## src/rtl/bus_dbg_master_if.sv

```systemverilog
// Byte-stream and data-bus signal bundle for the serial debug bus initiator.
// The master modport is the initiator's view; slave is the host/bus side.
interface bus_dbg_master_if;
  logic [7:0]  i_rx_data;
  logic        i_rx_valid;
  logic [7:0]  o_tx_data;
  logic        o_tx_valid;
  logic        i_tx_busy;
  logic        o_bus_req;
  logic        i_bus_gnt;
  logic [31:0] o_addr;
  logic [31:0] o_data_wr;
  logic [3:0]  o_wr;
  logic        o_rd;
  logic [31:0] i_data_rd;

  modport master (
    input  i_rx_data, i_rx_valid, i_tx_busy, i_bus_gnt, i_data_rd,
    output o_tx_data, o_tx_valid, o_bus_req, o_addr, o_data_wr, o_wr, o_rd
  );

  modport slave (
    output i_rx_data, i_rx_valid, i_tx_busy, i_bus_gnt, i_data_rd,
    input  o_tx_data, o_tx_valid, o_bus_req, o_addr, o_data_wr, o_wr, o_rd
  );
endinterface

```

## src/rtl/bus_dbg_master.sv

```systemverilog
// Serial-command bus initiator: host frames 'R'/'W' become single-word data-bus accesses.
// Define BUS_DBG_AUTOINC_EN to add the 'r'/'w' auto-increment commands.
module bus_dbg_master #(
  parameter int         TIMEOUT_CYCLES = 1000000,
  parameter logic [7:0] ACK_BYTE       = 8'h06
) (
  input logic             i_clk,
  input logic             i_rst,
  bus_dbg_master_if.master bus
);

  localparam int TW = $clog2(TIMEOUT_CYCLES) + 1;

  typedef enum logic [2:0] {
    S_IDLE, S_ADDR, S_DATA, S_REQ, S_BUS, S_CAP, S_RESP, S_ACK
  } state_t;

  state_t        state;
  logic [1:0]    byte_cnt;
  logic          is_wr;
  logic [31:0]   addr_asm;
  logic [31:0]   data_asm;
  logic [31:0]   rdata;
  logic [TW-1:0] tmo_cnt;
  logic          tx_wait;
  logic          tmo_hit;

  assign tmo_hit = (tmo_cnt == TW'(TIMEOUT_CYCLES - 1));

  // tx_wait blocks the next byte until the transmitter has shown busy and dropped it again.
  always_ff @(posedge i_clk) begin
    if (!i_rst) begin
      state         <= S_IDLE;
      byte_cnt      <= 2'd0;
      is_wr         <= 1'b0;
      addr_asm      <= 32'h0;
      data_asm      <= 32'h0;
      rdata         <= 32'h0;
      tmo_cnt       <= '0;
      tx_wait       <= 1'b0;
      bus.o_tx_data <= 8'h0;
      bus.o_tx_valid<= 1'b0;
      bus.o_bus_req <= 1'b0;
      bus.o_addr    <= 32'h0;
      bus.o_data_wr <= 32'h0;
      bus.o_wr      <= 4'h0;
      bus.o_rd      <= 1'b0;
    end else begin
      bus.o_tx_valid <= 1'b0;
      if (bus.i_tx_busy)
        tx_wait <= 1'b0;

      if (bus.i_rx_valid || !((state == S_ADDR) || (state == S_DATA)))
        tmo_cnt <= '0;
      else
        tmo_cnt <= tmo_cnt + 1'b1;

      case (state)
        S_IDLE: begin
          if (bus.i_rx_valid) begin
            case (bus.i_rx_data)
              8'h52: begin is_wr <= 1'b0; state <= S_ADDR; end
              8'h57: begin is_wr <= 1'b1; state <= S_ADDR; end
`ifdef BUS_DBG_AUTOINC_EN
              8'h72: begin
                is_wr         <= 1'b0;
                addr_asm      <= bus.o_addr + 32'd4;
                bus.o_bus_req <= 1'b1;
                state         <= S_REQ;
              end
              8'h77: begin
                is_wr    <= 1'b1;
                addr_asm <= bus.o_addr + 32'd4;
                state    <= S_DATA;
              end
`endif
              default: ;
            endcase
          end
        end

        S_ADDR: begin
          if (bus.i_rx_valid) begin
            addr_asm[{byte_cnt, 3'b000} +: 8] <= bus.i_rx_data;
            byte_cnt <= byte_cnt + 2'd1;
            if (byte_cnt == 2'd3) begin
              state         <= is_wr ? S_DATA : S_REQ;
              bus.o_bus_req <= !is_wr;
            end
          end else if (tmo_hit) begin
            state    <= S_IDLE;
            byte_cnt <= 2'd0;
          end
        end

        S_DATA: begin
          if (bus.i_rx_valid) begin
            data_asm[{byte_cnt, 3'b000} +: 8] <= bus.i_rx_data;
            byte_cnt <= byte_cnt + 2'd1;
            if (byte_cnt == 2'd3) begin
              state         <= S_REQ;
              bus.o_bus_req <= 1'b1;
            end
          end else if (tmo_hit) begin
            state    <= S_IDLE;
            byte_cnt <= 2'd0;
          end
        end

        S_REQ: begin
          if (bus.i_bus_gnt) begin
            bus.o_addr    <= {addr_asm[31:2], 2'b00};
            bus.o_data_wr <= data_asm;
            bus.o_rd      <= !is_wr;
            bus.o_wr      <= is_wr ? 4'hF : 4'h0;
            state         <= S_BUS;
          end
        end

        S_BUS: begin
          bus.o_rd <= 1'b0;
          bus.o_wr <= 4'h0;
          state    <= S_CAP;
        end

        // The responder updates read data on negedge, so it is settled by the end of CAP.
        S_CAP: begin
          if (!is_wr)
            rdata <= bus.i_data_rd;
          bus.o_bus_req <= 1'b0;
          state         <= is_wr ? S_ACK : S_RESP;
        end

        S_RESP: begin
          if (!bus.i_tx_busy && !tx_wait) begin
            bus.o_tx_data  <= rdata[{byte_cnt, 3'b000} +: 8];
            bus.o_tx_valid <= 1'b1;
            tx_wait        <= 1'b1;
            byte_cnt       <= byte_cnt + 2'd1;
            if (byte_cnt == 2'd3)
              state <= S_IDLE;
          end
        end

        S_ACK: begin
          if (!bus.i_tx_busy && !tx_wait) begin
            bus.o_tx_data  <= ACK_BYTE;
            bus.o_tx_valid <= 1'b1;
            tx_wait        <= 1'b1;
            state          <= S_IDLE;
          end
        end

        default: state <= S_IDLE;
      endcase
    end
  end

endmodule

```

## src/flat_wrapper.sv

```systemverilog
// flat-port wrapper written by rule: the top's interface ports become plain ports
module bus_dbg_master_flat 
#(
  parameter int         TIMEOUT_CYCLES = 1000000,
  parameter logic [7:0] ACK_BYTE       = 8'h06
)
  (i_clk, i_rst, bus_i_rx_data, bus_i_rx_valid, bus_i_tx_busy, bus_i_bus_gnt, bus_i_data_rd, bus_o_tx_data, bus_o_tx_valid, bus_o_bus_req, bus_o_addr, bus_o_data_wr, bus_o_wr, bus_o_rd);
  bus_dbg_master_if bus_i ();
  input logic i_clk;
  input logic i_rst;
  input wire logic [$bits(bus_i.i_rx_data)-1:0] bus_i_rx_data;
  input wire logic [$bits(bus_i.i_rx_valid)-1:0] bus_i_rx_valid;
  input wire logic [$bits(bus_i.i_tx_busy)-1:0] bus_i_tx_busy;
  input wire logic [$bits(bus_i.i_bus_gnt)-1:0] bus_i_bus_gnt;
  input wire logic [$bits(bus_i.i_data_rd)-1:0] bus_i_data_rd;
  output wire logic [$bits(bus_i.o_tx_data)-1:0] bus_o_tx_data;
  output wire logic [$bits(bus_i.o_tx_valid)-1:0] bus_o_tx_valid;
  output wire logic [$bits(bus_i.o_bus_req)-1:0] bus_o_bus_req;
  output wire logic [$bits(bus_i.o_addr)-1:0] bus_o_addr;
  output wire logic [$bits(bus_i.o_data_wr)-1:0] bus_o_data_wr;
  output wire logic [$bits(bus_i.o_wr)-1:0] bus_o_wr;
  output wire logic [$bits(bus_i.o_rd)-1:0] bus_o_rd;
  assign bus_i.i_rx_data = bus_i_rx_data;
  assign bus_i.i_rx_valid = bus_i_rx_valid;
  assign bus_i.i_tx_busy = bus_i_tx_busy;
  assign bus_i.i_bus_gnt = bus_i_bus_gnt;
  assign bus_i.i_data_rd = bus_i_data_rd;
  assign bus_o_tx_data = bus_i.o_tx_data;
  assign bus_o_tx_valid = bus_i.o_tx_valid;
  assign bus_o_bus_req = bus_i.o_bus_req;
  assign bus_o_addr = bus_i.o_addr;
  assign bus_o_data_wr = bus_i.o_data_wr;
  assign bus_o_wr = bus_i.o_wr;
  assign bus_o_rd = bus_i.o_rd;
  bus_dbg_master #(.TIMEOUT_CYCLES(TIMEOUT_CYCLES), .ACK_BYTE(ACK_BYTE)) u_core (.i_clk(i_clk), .i_rst(i_rst), .bus(bus_i));
endmodule
```

## config.mk

```make
export PLATFORM = sky130hd
export DESIGN_NAME = bus_dbg_master_flat
export DESIGN_NICKNAME = d
export VERILOG_FILES = /design/src/rtl/bus_dbg_master_if.sv /design/src/rtl/bus_dbg_master.sv /design/src/flat_wrapper.sv
export SDC_FILE = /design/constraint.sdc
export NUM_CORES = 1
export LEC_CHECK = 0
export CAP_MARGIN = 20
export CORE_MARGIN = 2
export CORE_UTILIZATION = 53
export DETAILED_ROUTE_END_ITERATION = 8
export PLACE_DENSITY = 0.85
export SYNTH_ARGS = -nofsm -noshare
export SYNTH_HDL_FRONTEND = slang
export SYNTH_SLANG_ARGS = --single-unit
```

## constraint.sdc

```tcl
create_clock -name i_clk -period 2.8 [get_ports i_clk]
set_input_delay 0.7 -clock i_clk [delete_from_list [all_inputs] [get_ports i_clk]]
set_output_delay 0.7 -clock i_clk [all_outputs]
set_load 0.01 [all_outputs]
```

Word level (Yosys, flattened, before mapping)
Cells that the tools add are included.
W data, S select, Z words.
Storage, ports and cells
  bits in registers: 201
  latch bits: 0
  bits in writable memories: 0
  bits in read-only memories: 0
  output and inout port bits: 79
  word-level logic and storage cells: 113
  memories kept: 0
Cells by class
  add/subtract/negate cells: 3
  $mul: 0
  divide/modulo/power cells: 0
  $lt $le $gt $ge: 0
  equal/unequal tests: 24
  shift-type cells: 3
  muxes and demuxes: 38
  bitwise logic cells: 2
  reductions and logical operators: 28
Operators with widths (number)
  $bwmux W32: 2
  $mux W3: 11
  $shift A8 B7 Y32 const A: 1
  $shiftx A32 B6 Y8: 1
  $shiftx A8 B7 Y32: 1
  $pmux W3 S8: 1
  $add A21 B1 Y21 const B: 1
  $eq A21 B20 Y1 const B: 1
  $eq A8 B7 Y1 const B: 2
  $mux W8: 2
  $pmux W8 S2: 1
  $ne A2 B2 Y1 const B: 7
  $eq A3 B3 Y1 const B: 4
  $reduce_and A2 Y1: 6
  $mux W1: 11
  $reduce_and A3 Y1: 3
  $mux W4: 2
  $pmux W4 S2: 1
  $reduce_and A8 Y1: 1
  $reduce_bool A2 Y1: 4
  $reduce_or A2 Y1: 4
  $neg A5 Y7: 1
  $eq A3 B2 Y1 const B: 2
  $mux W2: 3
  other kinds (16): 25

Depth between registers and ports, before layout
  depth after elaboration: 5
  gate-level depth with buffers: 9
  mapped depth without buffers: 7

Least setup slack after synthesis
No wires, ideal clock.
  path type: reg2reg
  start point: register u_core.byte_cnt[1]
  end point: register u_core.data_asm[30]
  data arrival time: 1.950 ns
  path slack: 0.779 ns
  stages on the path, launching flop included: 9
  cell sequence: dfxtp_1 clkbuf_1 inv_1 ha_1 inv_1 nand2_1 clkbuf_1 or3_1 a21oi_1
Between the ends
  word-level cells in the longest chain between the ends: 3
RTL lines
  from (decl): line bus_dbg_master.sv:19  | logic [1:0] byte_cnt;
  from (signal assigned): line bus_dbg_master.sv:85  | byte_cnt <= byte_cnt + 2'd1;
  from (signal assigned): line bus_dbg_master.sv:99  | byte_cnt <= byte_cnt + 2'd1;
  from (signal assigned): line bus_dbg_master.sv:139  | byte_cnt <= byte_cnt + 2'd1;
  $neg A5 Y7 *: line bus_dbg_master.sv:98  | data_asm[{byte_cnt, 3'b000} +: 8] <= bus.i_rx_data;
  $shiftx A8 B7 Y32 / $shift A8 B7 Y32 (equally long branches): line bus_dbg_master.sv:98
  $bwmux W32 *: line bus_dbg_master.sv:98
  to (signal, indexed assignment): line bus_dbg_master.sv:98
  to (decl): line bus_dbg_master.sv:22  | logic [31:0] data_asm;
Every way passes the cells marked *; elsewhere a longest branch is shown, timed or not.
A chain may end at the register's enable or synchronous reset.

Worst setup path in the final report
  start point: register u_core.state[2]
  end point: register u_core.byte_cnt[1]
Between the ends
  word-level cells in the longest chain between the ends: 4
RTL lines
  from (decl): line bus_dbg_master.sv:18  | state_t state;
  from (signal assigned): line bus_dbg_master.sv:87  | state <= is_wr ? S_DATA : S_REQ;
  from (signal assigned): line bus_dbg_master.sv:131  | state <= is_wr ? S_ACK : S_RESP;
  $eq A3 B2 Y1 / $eq A3 B1 Y1 (equally long branches): line bus_dbg_master.sv:58  | case (state)
  $reduce_or A2 Y1 (no line)
  $ne A3 B1 Y1 (no line) / $reduce_bool A2 Y1 (equally long branches)
  $reduce_and A3 Y1 (no line)
Several ways; a longest one is shown, not always the timed one.

==> tab_implementation.tex <==
\begin{tabular}{lr}
\hline
Metric & Value \\
\hline
\multicolumn{2}{l}{\textbf{Cells and area}} \\
\quad Top library cells by usage in the layout, fill and taps aside & sky130\_fd\_sc\_hd\_\_nand2\_1 (236), sky130\_fd\_sc\_hd\_\_dfxtp\_1 (196), sky130\_fd\_sc\_hd\_\_a21oi\_1 (151), sky130\_fd\_sc\_hd\_\_clkdlybuf4s50\_1 (121), sky130\_fd\_sc\_hd\_\_nor2\_1 (71) \\
\quad Final standard cell area without fillers & 0.00954 mm² \\
\quad Antenna diodes & 0 \\
\quad Share of post-route cells with drive strength above 1 & 6.27\% \\
\quad Most common cell after layout, fill and taps aside & sky130\_fd\_sc\_hd\_\_nand2\_1 \\
\quad NumNets Final & 1059 \\
\quad Area growth from synthesis to layout & 25.2\% \\
\quad Total of fill cells in the finished design & 1138 \\
\multicolumn{2}{l}{\textbf{Worst setup path}} \\
\quad Endpoint of the most critical register-to-register path & u\_core.byte\_cnt[1]\$\_SDFFE\_PN0P\_ \\
\quad FF-to-FF Start & u\_core.state[2]\$\_SDFFE\_PN0P\_ \\
\quad Worst Reg2Reg Path Length in Cells & 5 \\
\quad Worst setup path category & flip-flop to flip-flop \\
\quad Buf+Inv Stages, Crit Path & 1 \\
\quad Kind of capture point of the worst setup path & flip-flop \\
\quad Flop-to-flop setup slack & 0.60 ns \\
\quad Critical path's slowest cell & sky130\_fd\_sc\_hd\_\_or4\_1 \\
\quad Critical path launch point type & flip-flop \\
\quad Largest fanout of any net on the critical path & 14 \\
\quad Required time at the endpoint of the critical path & 3.17 ns \\
\quad List of cells traversed by the critical path & inv\_1 > or4\_1 > nor2\_4 > o21ai\_0 > o22ai\_1 \\
\quad Longest individual stage delay on the worst path & 0.74 ns \\
\quad Critical path's top delay family & simple AND/OR/NAND/NOR gates \\
\quad Crit path DAT & 2.57 ns \\
\multicolumn{2}{l}{\textbf{Hold path}} \\
\quad Hold Crit Class & flip-flop to flip-flop \\
\quad Worst Hold Endpoint & u\_core.bus.o\_data\_wr[22]\$\_SDFFE\_PN0P\_ \\
\quad Number of cells on the worst hold path & 2 \\
\quad Launch instance of the worst min-delay path & u\_core.bus.o\_data\_wr[22]\$\_SDFFE\_PN0P\_ \\
\multicolumn{2}{l}{\textbf{Synthesis}} \\
\quad Share of the synthesized area in the top cell type & 51.5\% \\
\quad Number of flops mapped to enable cells by yosys & 0 \\
\quad Post-synth cell types & 49 \\
\quad Fraction of registers with async set or reset after synthesis & 0\% \\
\quad Library cell with the largest summed area after synthesis & sky130\_fd\_sc\_hd\_\_dfxtp\_1 \\
\quad Most area-consuming cells after synthesis & sky130\_fd\_sc\_hd\_\_dfxtp\_1 (52\%), sky130\_fd\_sc\_hd\_\_nand2\_1 (12\%), sky130\_fd\_sc\_hd\_\_a21oi\_1 (9.9\%) \\
\quad Number of instances in the synthesized netlist & 922 \\
\quad Share of the yosys chip area belonging to registers & 51.5\% \\
\quad Register bit count reported by yosys & 196 \\
\quad Count of yosys warnings during synthesis & 0 \\
\quad Post-synthesis cell area & 0.00762 mm² \\
\quad Ys flop type & sky130\_fd\_sc\_hd\_\_dfxtp\_1 \\
\quad Synthesized area per cell & 8.26 µm² \\
\multicolumn{2}{l}{\textbf{Place}} \\
\quad Worst setup slack after placement & 0.189 ns \\
\quad RePlAce Congestion & 0.858 \\
\quad Detailed placement HPWL & 11.9 mm \\
\quad Placement-stage cell area & 0.00893 mm² \\
\quad Quantity of I/O buffers inserted on ports & 121 \\
\multicolumn{2}{l}{\textbf{Floorplanning}} \\
\quad Ports placed on the boundary & 124 \\
\quad Floorplan die height & 124 µm \\
\quad Die X-Extent & 124 µm \\
\quad Number of standard-cell rows in the floorplan & 43 \\
\quad Die area & 0.0153 mm² \\
\quad Initial Util & 54.7\% \\
\quad Area of the core & 0.0139 mm² \\
\multicolumn{2}{l}{\textbf{Clock network}} \\
\quad Hold buffers post-CTS & 0 \\
\quad Setup Fix Bufs, Post-CTS & 0 \\
\quad Clock transition at the registers of the reported paths & 0.07 ns \\
\quad Buffer type at the clock tree root & sky130\_fd\_sc\_hd\_\_clkbuf\_16 \\
\quad CTS tree & yes \\
\quad Post-CTS sizing & 0 \\
\quad Maximum count of clock buffers along a single path & 2 \\
\quad Clock buffers created by TritonCTS & 17 \\
\quad H-Tree Level Count & 4 \\
\quad Source-to-sink clock delay at the later pin of the worst-skew pair & 0.44 ns \\
\quad Number of clock sinks seen by CTS & 196 \\
\multicolumn{2}{l}{\textbf{Status}} \\
\quad Run status & complete, no violations \\
\multicolumn{2}{l}{\textbf{GRT}} \\
\quad Remaining Overflow, GRT & 0 \\
\quad Vias in the first global route & 6058 \\
\quad Global Route Usage Sum & 24.6\% \\
\quad Wire length of the first global-routing pass & 29.4 mm \\
\quad Maximum number of pins on one net before global-route repair & 65 \\
\quad Initial antenna violation count & 0 \\
\quad GR Util met1 & 33.8\% \\
\quad Met2 Usage GRT & 36.5\% \\
\quad GRT Max-Usage Layer & met2 \\
\quad Global routing usage on met3 & 5.82\% \\
\multicolumn{2}{l}{\textbf{STA}} \\
\quad Max-slew headroom at the worst pin & 30.3\% \\
\quad Final Worst Setup Slack & 0.600 ns \\
\quad Tcrit/Tclk final & 78.6\% \\
\quad Smallest hold slack & 0.454 ns \\
\quad Max Transition Viols Final & 0 \\
\quad \# setup viols final & 0 \\
\quad Setup TNS after final layout & 0 ns \\
\quad RSZ-0062 raised after global routing & no \\
\quad Fmax & 455 MHz \\
\quad Clock skew after layout & 0.00901 ns \\
\quad Final number of hold-violating endpoints & 0 \\
\quad Measured slew at the worst slew-check pin & 1.05 ns \\
\quad Time the worst path needs with I/O delays and setup & 2.20 ns \\
\multicolumn{2}{l}{\textbf{Route}} \\
\quad Antenna-violating nets left & 0 \\
\quad Via count & 6640 \\
\quad Detailed-route DRC error count & 0 \\
\quad Post-DR wirelength/cell & 15.0 µm \\
\quad Drt via density & 5.53 \\
\quad Detailed-router iteration count before antenna repair & 5 \\
\quad Post-detailed-routing wire length & 18.0 mm \\
\quad DRC violation total after the first TritonRoute iteration & 692 \\
\multicolumn{2}{l}{\textbf{Flow run}} \\
\quad Count of maximum capacitance violations & 0 \\
\multicolumn{2}{l}{\textbf{Power and ir drop}} \\
\quad PwrDens & 650 mW/mm² \\
\quad Total Power Consumption & 0.00620 W \\
\quad Static Leak & 3.09 nW \\
\quad Max IR drop VDD & 0.537 mV \\
\hline
\end{tabular}
[power by group]
group / total [W] / switching, W / internal, W
logic: 0.000808 / 0.000529 / 0.000279
clock network: 0.00249 / 0.00109 / 0.00140
registers: 0.00290 / 0.0000645 / 0.00284
total: 0.00620 / 0.00168 / 0.00452
[Yosys cell counts, types with 2 or more instances]
library cell	count
sky130_fd_sc_hd__a21oi_1	151
sky130_fd_sc_hd__a22oi_1	21
sky130_fd_sc_hd__a31oi_1	2
sky130_fd_sc_hd__and3_1	5
sky130_fd_sc_hd__and4_1	4
sky130_fd_sc_hd__buf_2	11
sky130_fd_sc_hd__buf_4	5
sky130_fd_sc_hd__clkbuf_1	49
sky130_fd_sc_hd__dfxtp_1	196
sky130_fd_sc_hd__ha_1	6
sky130_fd_sc_hd__inv_1	9
sky130_fd_sc_hd__mux4_2	8
sky130_fd_sc_hd__nand2_1	236
sky130_fd_sc_hd__nand2b_1	9
sky130_fd_sc_hd__nand3_1	15
sky130_fd_sc_hd__nand4_1	6
sky130_fd_sc_hd__nor2_1	71
sky130_fd_sc_hd__nor3_1	32
sky130_fd_sc_hd__nor3b_1	2
sky130_fd_sc_hd__nor4_1	4
sky130_fd_sc_hd__o21ai_0	8
sky130_fd_sc_hd__o22ai_1	5
sky130_fd_sc_hd__or3_1	24
sky130_fd_sc_hd__xnor2_1	8
sky130_fd_sc_hd__xor2_1	11
[per-stage QoR]
step,utilization (%),instances
2_1_floorplan,-,923
3_3_place_gp,64.1,1169
3_5_place_dp,64.1,1169
4_1_cts,68.4,1201
5_1_grt,68.4,1201
6_report,68.4,1201
[layer usage]
metal / vias up / part of all wire (%)
met5: - / 0
met4: 0 / 2.5
met1: 3100 / 46
met3: 40 / 5.9
met2: 219 / 46
li1: 3281 / -
[worst max path at each step]
stage | startpoint | end | cells past startpoint
after floorplan | u_core.byte_cnt[1]$_SDFFE_PN0P_ | u_core.data_asm[30]$_SDFFE_PN0P_ | 8
after detailed placement | bus_i_rx_valid | u_core.data_asm[26]$_SDFFE_PN0P_ | 5
after global routing | u_core.state[1]$_SDFFE_PN0P_ | u_core.rdata[4]$_SDFFE_PN0P_ | 5
final | u_core.state[2]$_SDFFE_PN0P_ | u_core.byte_cnt[1]$_SDFFE_PN0P_ | 5
after CTS | u_core.state[2]$_SDFFE_PN0P_ | u_core.byte_cnt[1]$_SDFFE_PN0P_ | 5
after global placement | bus_i_rx_valid | u_core.data_asm[24]$_SDFFE_PN0P_ | 5
[layout make-up]
cell class | instances | area (µm²) | share of cell area [%]
sequential | 196 | 3920 | 41.1
multi-input combinational | 651 | 3380 | 35.5
timing repair buffer | 132 | 1360 | 14.2
clock buffer | 20 | 467 | 4.89
tap | 180 | 225 | 2.36
clock inverter | 12 | 143 | 1.50
inverter | 10 | 40.0 | 0.420
[worst register-to-register path, stage by stage (launching register included)]
cell                      delay [ns]
sky130_fd_sc_hd__dfxtp_1        0.59
sky130_fd_sc_hd__inv_1          0.24
sky130_fd_sc_hd__or4_1          0.74
sky130_fd_sc_hd__nor2_4         0.22
sky130_fd_sc_hd__o21ai_0        0.16
sky130_fd_sc_hd__o22ai_1        0.18
[state kept, by name, summed over array words and instances (netlist names)]
name / flops
u_core.byte_cnt: 2
u_core.bus.o_wr: 1
u_core.bus.o_data_wr: 32
u_core.state: 3
u_core.rdata: 32
u_core.bus.o_addr: 30
u_core.bus.o_tx_data: 8
u_core.bus.o_rd: 1
u_core.tx_wait: 1
u_core.is_wr: 1
u_core.data_asm: 32
u_core.addr_asm: 30
u_core.bus.o_bus_req: 1
u_core.bus.o_tx_valid: 1
u_core.tmo_cnt: 21
[cell families after synthesis]
kind of cell | after synthesis | share of synthesized area (%)
and+or+nand+nor | 421 | 24.5
AOI/OAI and AO/OA | 195 | 14.1
xor gates and xnor gates | 19 | 2.18
other | 1 | 0.0492
adders and majority gates | 6 | 0.986
buffers and inverters | 76 | 4.27
DFF | 196 | 51.5
muxes | 8 | 2.37
Power figures use the tool's default switching activity.
==> edit: new RTL, same flow settings <==
The 8 states of `state_t` get a one-hot encoding in 8 bits.
--- a/src/rtl/bus_dbg_master.sv
+++ b/src/rtl/bus_dbg_master.sv
@@ -13,4 +13,4 @@
 
-  typedef enum logic [2:0] {
-    S_IDLE, S_ADDR, S_DATA, S_REQ, S_BUS, S_CAP, S_RESP, S_ACK
+  typedef enum logic [7:0] {
+    S_IDLE = 8'b00000001, S_ADDR = 8'b00000010, S_DATA = 8'b00000100, S_REQ = 8'b00001000, S_BUS = 8'b00010000, S_CAP = 8'b00100000, S_RESP = 8'b01000000, S_ACK = 8'b10000000
   } state_t;
Function: no difference found for any inputs over 4 cycles, from zero or initial values and one cycle with i_rst low; so few cycles prove little.
==> edit against the unedited design <==
  * Clock skew increased by 13 ps
  * Synthesized area increased by 4.0%
  * Routed wire length increased by 7.8%
  * Critical path depth increased by 2
  * Worst setup slack got worse by 180 ps
  * Total power decreased by 2.6%
  * Cell area increased by 4.6%
  * Sequential cell count increased by 5
  * Critical path type unchanged
  * Critical endpoint is now u_core.bus.o_bus_req
  * Largest cell class unchanged
==> edit: results (changes against the unedited design) <==
* Clock Tree Root: clkbuf_16
* CTS-repair resized insts at 0 (unchanged)
* Unique cell type count in the Yosys netlist at 52 (+6.1%)
* Rel. slew slack at 0.583 (+0.280)
* Share of layout cells above drive strength 1 at 0.0784 (+0.0157)
* VDD IR-drop max at 0.000386 V (-28%)
* Global Route Usage Sum at 0.239 (-0.00684)
* Data arrival time of the worst path at 2770 ps (+200 ps)
* Drt wl/cell at 15.5 um (+3.2%)
* Sequential element share of the synthesized area at 0.508 (-0.00738)
* Clk_lat worst skew at 500 ps (+60 ps)
* Final GP Congestion at 0.895 (+4.4%)
* TritonCTS Buffers at 20 (+3)
* CP max-delay cell: nor4_1
* Total number of vias at 7069 (+6.5%)
* 1st-pass router iterations at 5 (unchanged)
* Worst-path fanout max at 9 (-5)
* Clock Skew at 22.1 ps (+13.1 ps)
* Status: finished clean
* Largest net degree at the start of global routing at 95 (+46%)
* Lkg Pwr at 3.34 nW (+7.9%)
* Wire length of the first global-routing pass at 32100 um (+9.3%)
* Ranking of synthesized cells by area: dfxtp_1, nand2_1, a21oi_1
* Top post-synthesis cells by count: nand2_1, dfxtp_1, a21oi_1
* Vias in the first global route at 6674 (+10%)
* Crit-path max cell delay at 620 ps (-120 ps)
* Worst path top cell family by delay: simple AND/OR/NAND/NOR gates
* Hold Crit Class: flop to flop
* Starting DRT DRC Count at 651 (-5.9%)
* Sw Share at 0.222 (-0.0486)
* Final-stage net count at 1110 (+4.8%)
* Post-DP HPWL at 13000 um (+9.3%)
* # H-tree levels at 1 (-3)
* Max Root-Sink Buffers at 3 (+1)
* Ys Warns at 0 (unchanged)
edit: cell types whose count changed after synthesis, sizes merged, moves of 5 or more:
cell	delta
a32o	+6
buf	+12
nor2	-33
nand2b	-6
nand3	+30
a22oi	-21
or3	-25
nand4	+27
nor3	-26
a21oi	+10
nand2	+40
xor2	+5
dfxtp	+5
edit: routing by layer:
metal	vias up	global-route usage	share of wire
li1	3435	-	-
met1	3325	0.330	0.44
met2	252	0.380	0.46
met3	57	0.0404	0.071
met4	0	0.0840	0.030
met5	-	0	0
edit: worst register-to-register path: stages, from the launching register on:
cell	delay [ps]
dfxtp_1	440
nor4_1	620
and4b_1	400
o31a_1	200
a221oi_1	80
buf_4	190
o2111a_1	160
o21a_1	190
edit: cell families after synthesis:
logic type / after synthesis / share of synthesized area
xor gates and xnor gates: 22 / 0.0243
buffers and inverters: 86 / 0.0486
DFF: 201 / 0.508
adders and majority gates: 6 / 0.00947
AOI/OAI and AO/OA: 188 / 0.129
muxes: 11 / 0.0268
and+or+nand+nor: 445 / 0.254
other: 1 / 0.000473
edit: layout make-up:
cell class | instances | area, um^2
multi-input cells | 674 | 3520
well taps | 184 | 230
inverters | 7 | 28.8
repair buffers | 155 | 1490
flip-flops and latches | 201 | 4020
fillers | 1118 | 4620
clock buffers | 28 | 581
clock inverters | 6 | 91.3
edit: power groups by stage:
stage / logic, W / clock network (W) / registers [W]
global route: 0.000446 / 0.00286 / 0.00290
detailed placement: 0.000403 / 0 / 0.00296
CTS: 0.000411 / 0.00273 / 0.00290
global placement: 0.000396 / 0 / 0.00296
finish: 0.000420 / 0.00271 / 0.00290
floorplan: 0.000241 / 0 / 0.00295
edit: worst paths after layout:
path	from	cells past startpoint	slack [ps]	to
max	u_core.state[7]	7	420	u_core.bus.o_bus_req
max reg2reg	u_core.state[7]	7	420	u_core.bus.o_bus_req
min	u_core.bus.o_tx_data[2]	2	450	u_core.bus.o_tx_data[2]
min reg2reg	u_core.bus.o_tx_data[2]	2	450	u_core.bus.o_tx_data[2]
edit: metrics by stage:
stage / total power [W] / std cells / util / instance area [um^2] / worst slack [ps]
2_1_floorplan: 0.00319 / 961 / - / 7930 / 466
6_report: 0.00604 / 1255 / 0.683 / 9970 / 423
3_3_place_gp: 0.00336 / 1221 / 0.637 / 9300 / 187
4_1_cts: 0.00604 / 1255 / 0.683 / 9970 / 487
5_1_grt: 0.00620 / 1255 / 0.683 / 9970 / 319
3_5_place_dp: 0.00337 / 1221 / 0.637 / 9300 / 132
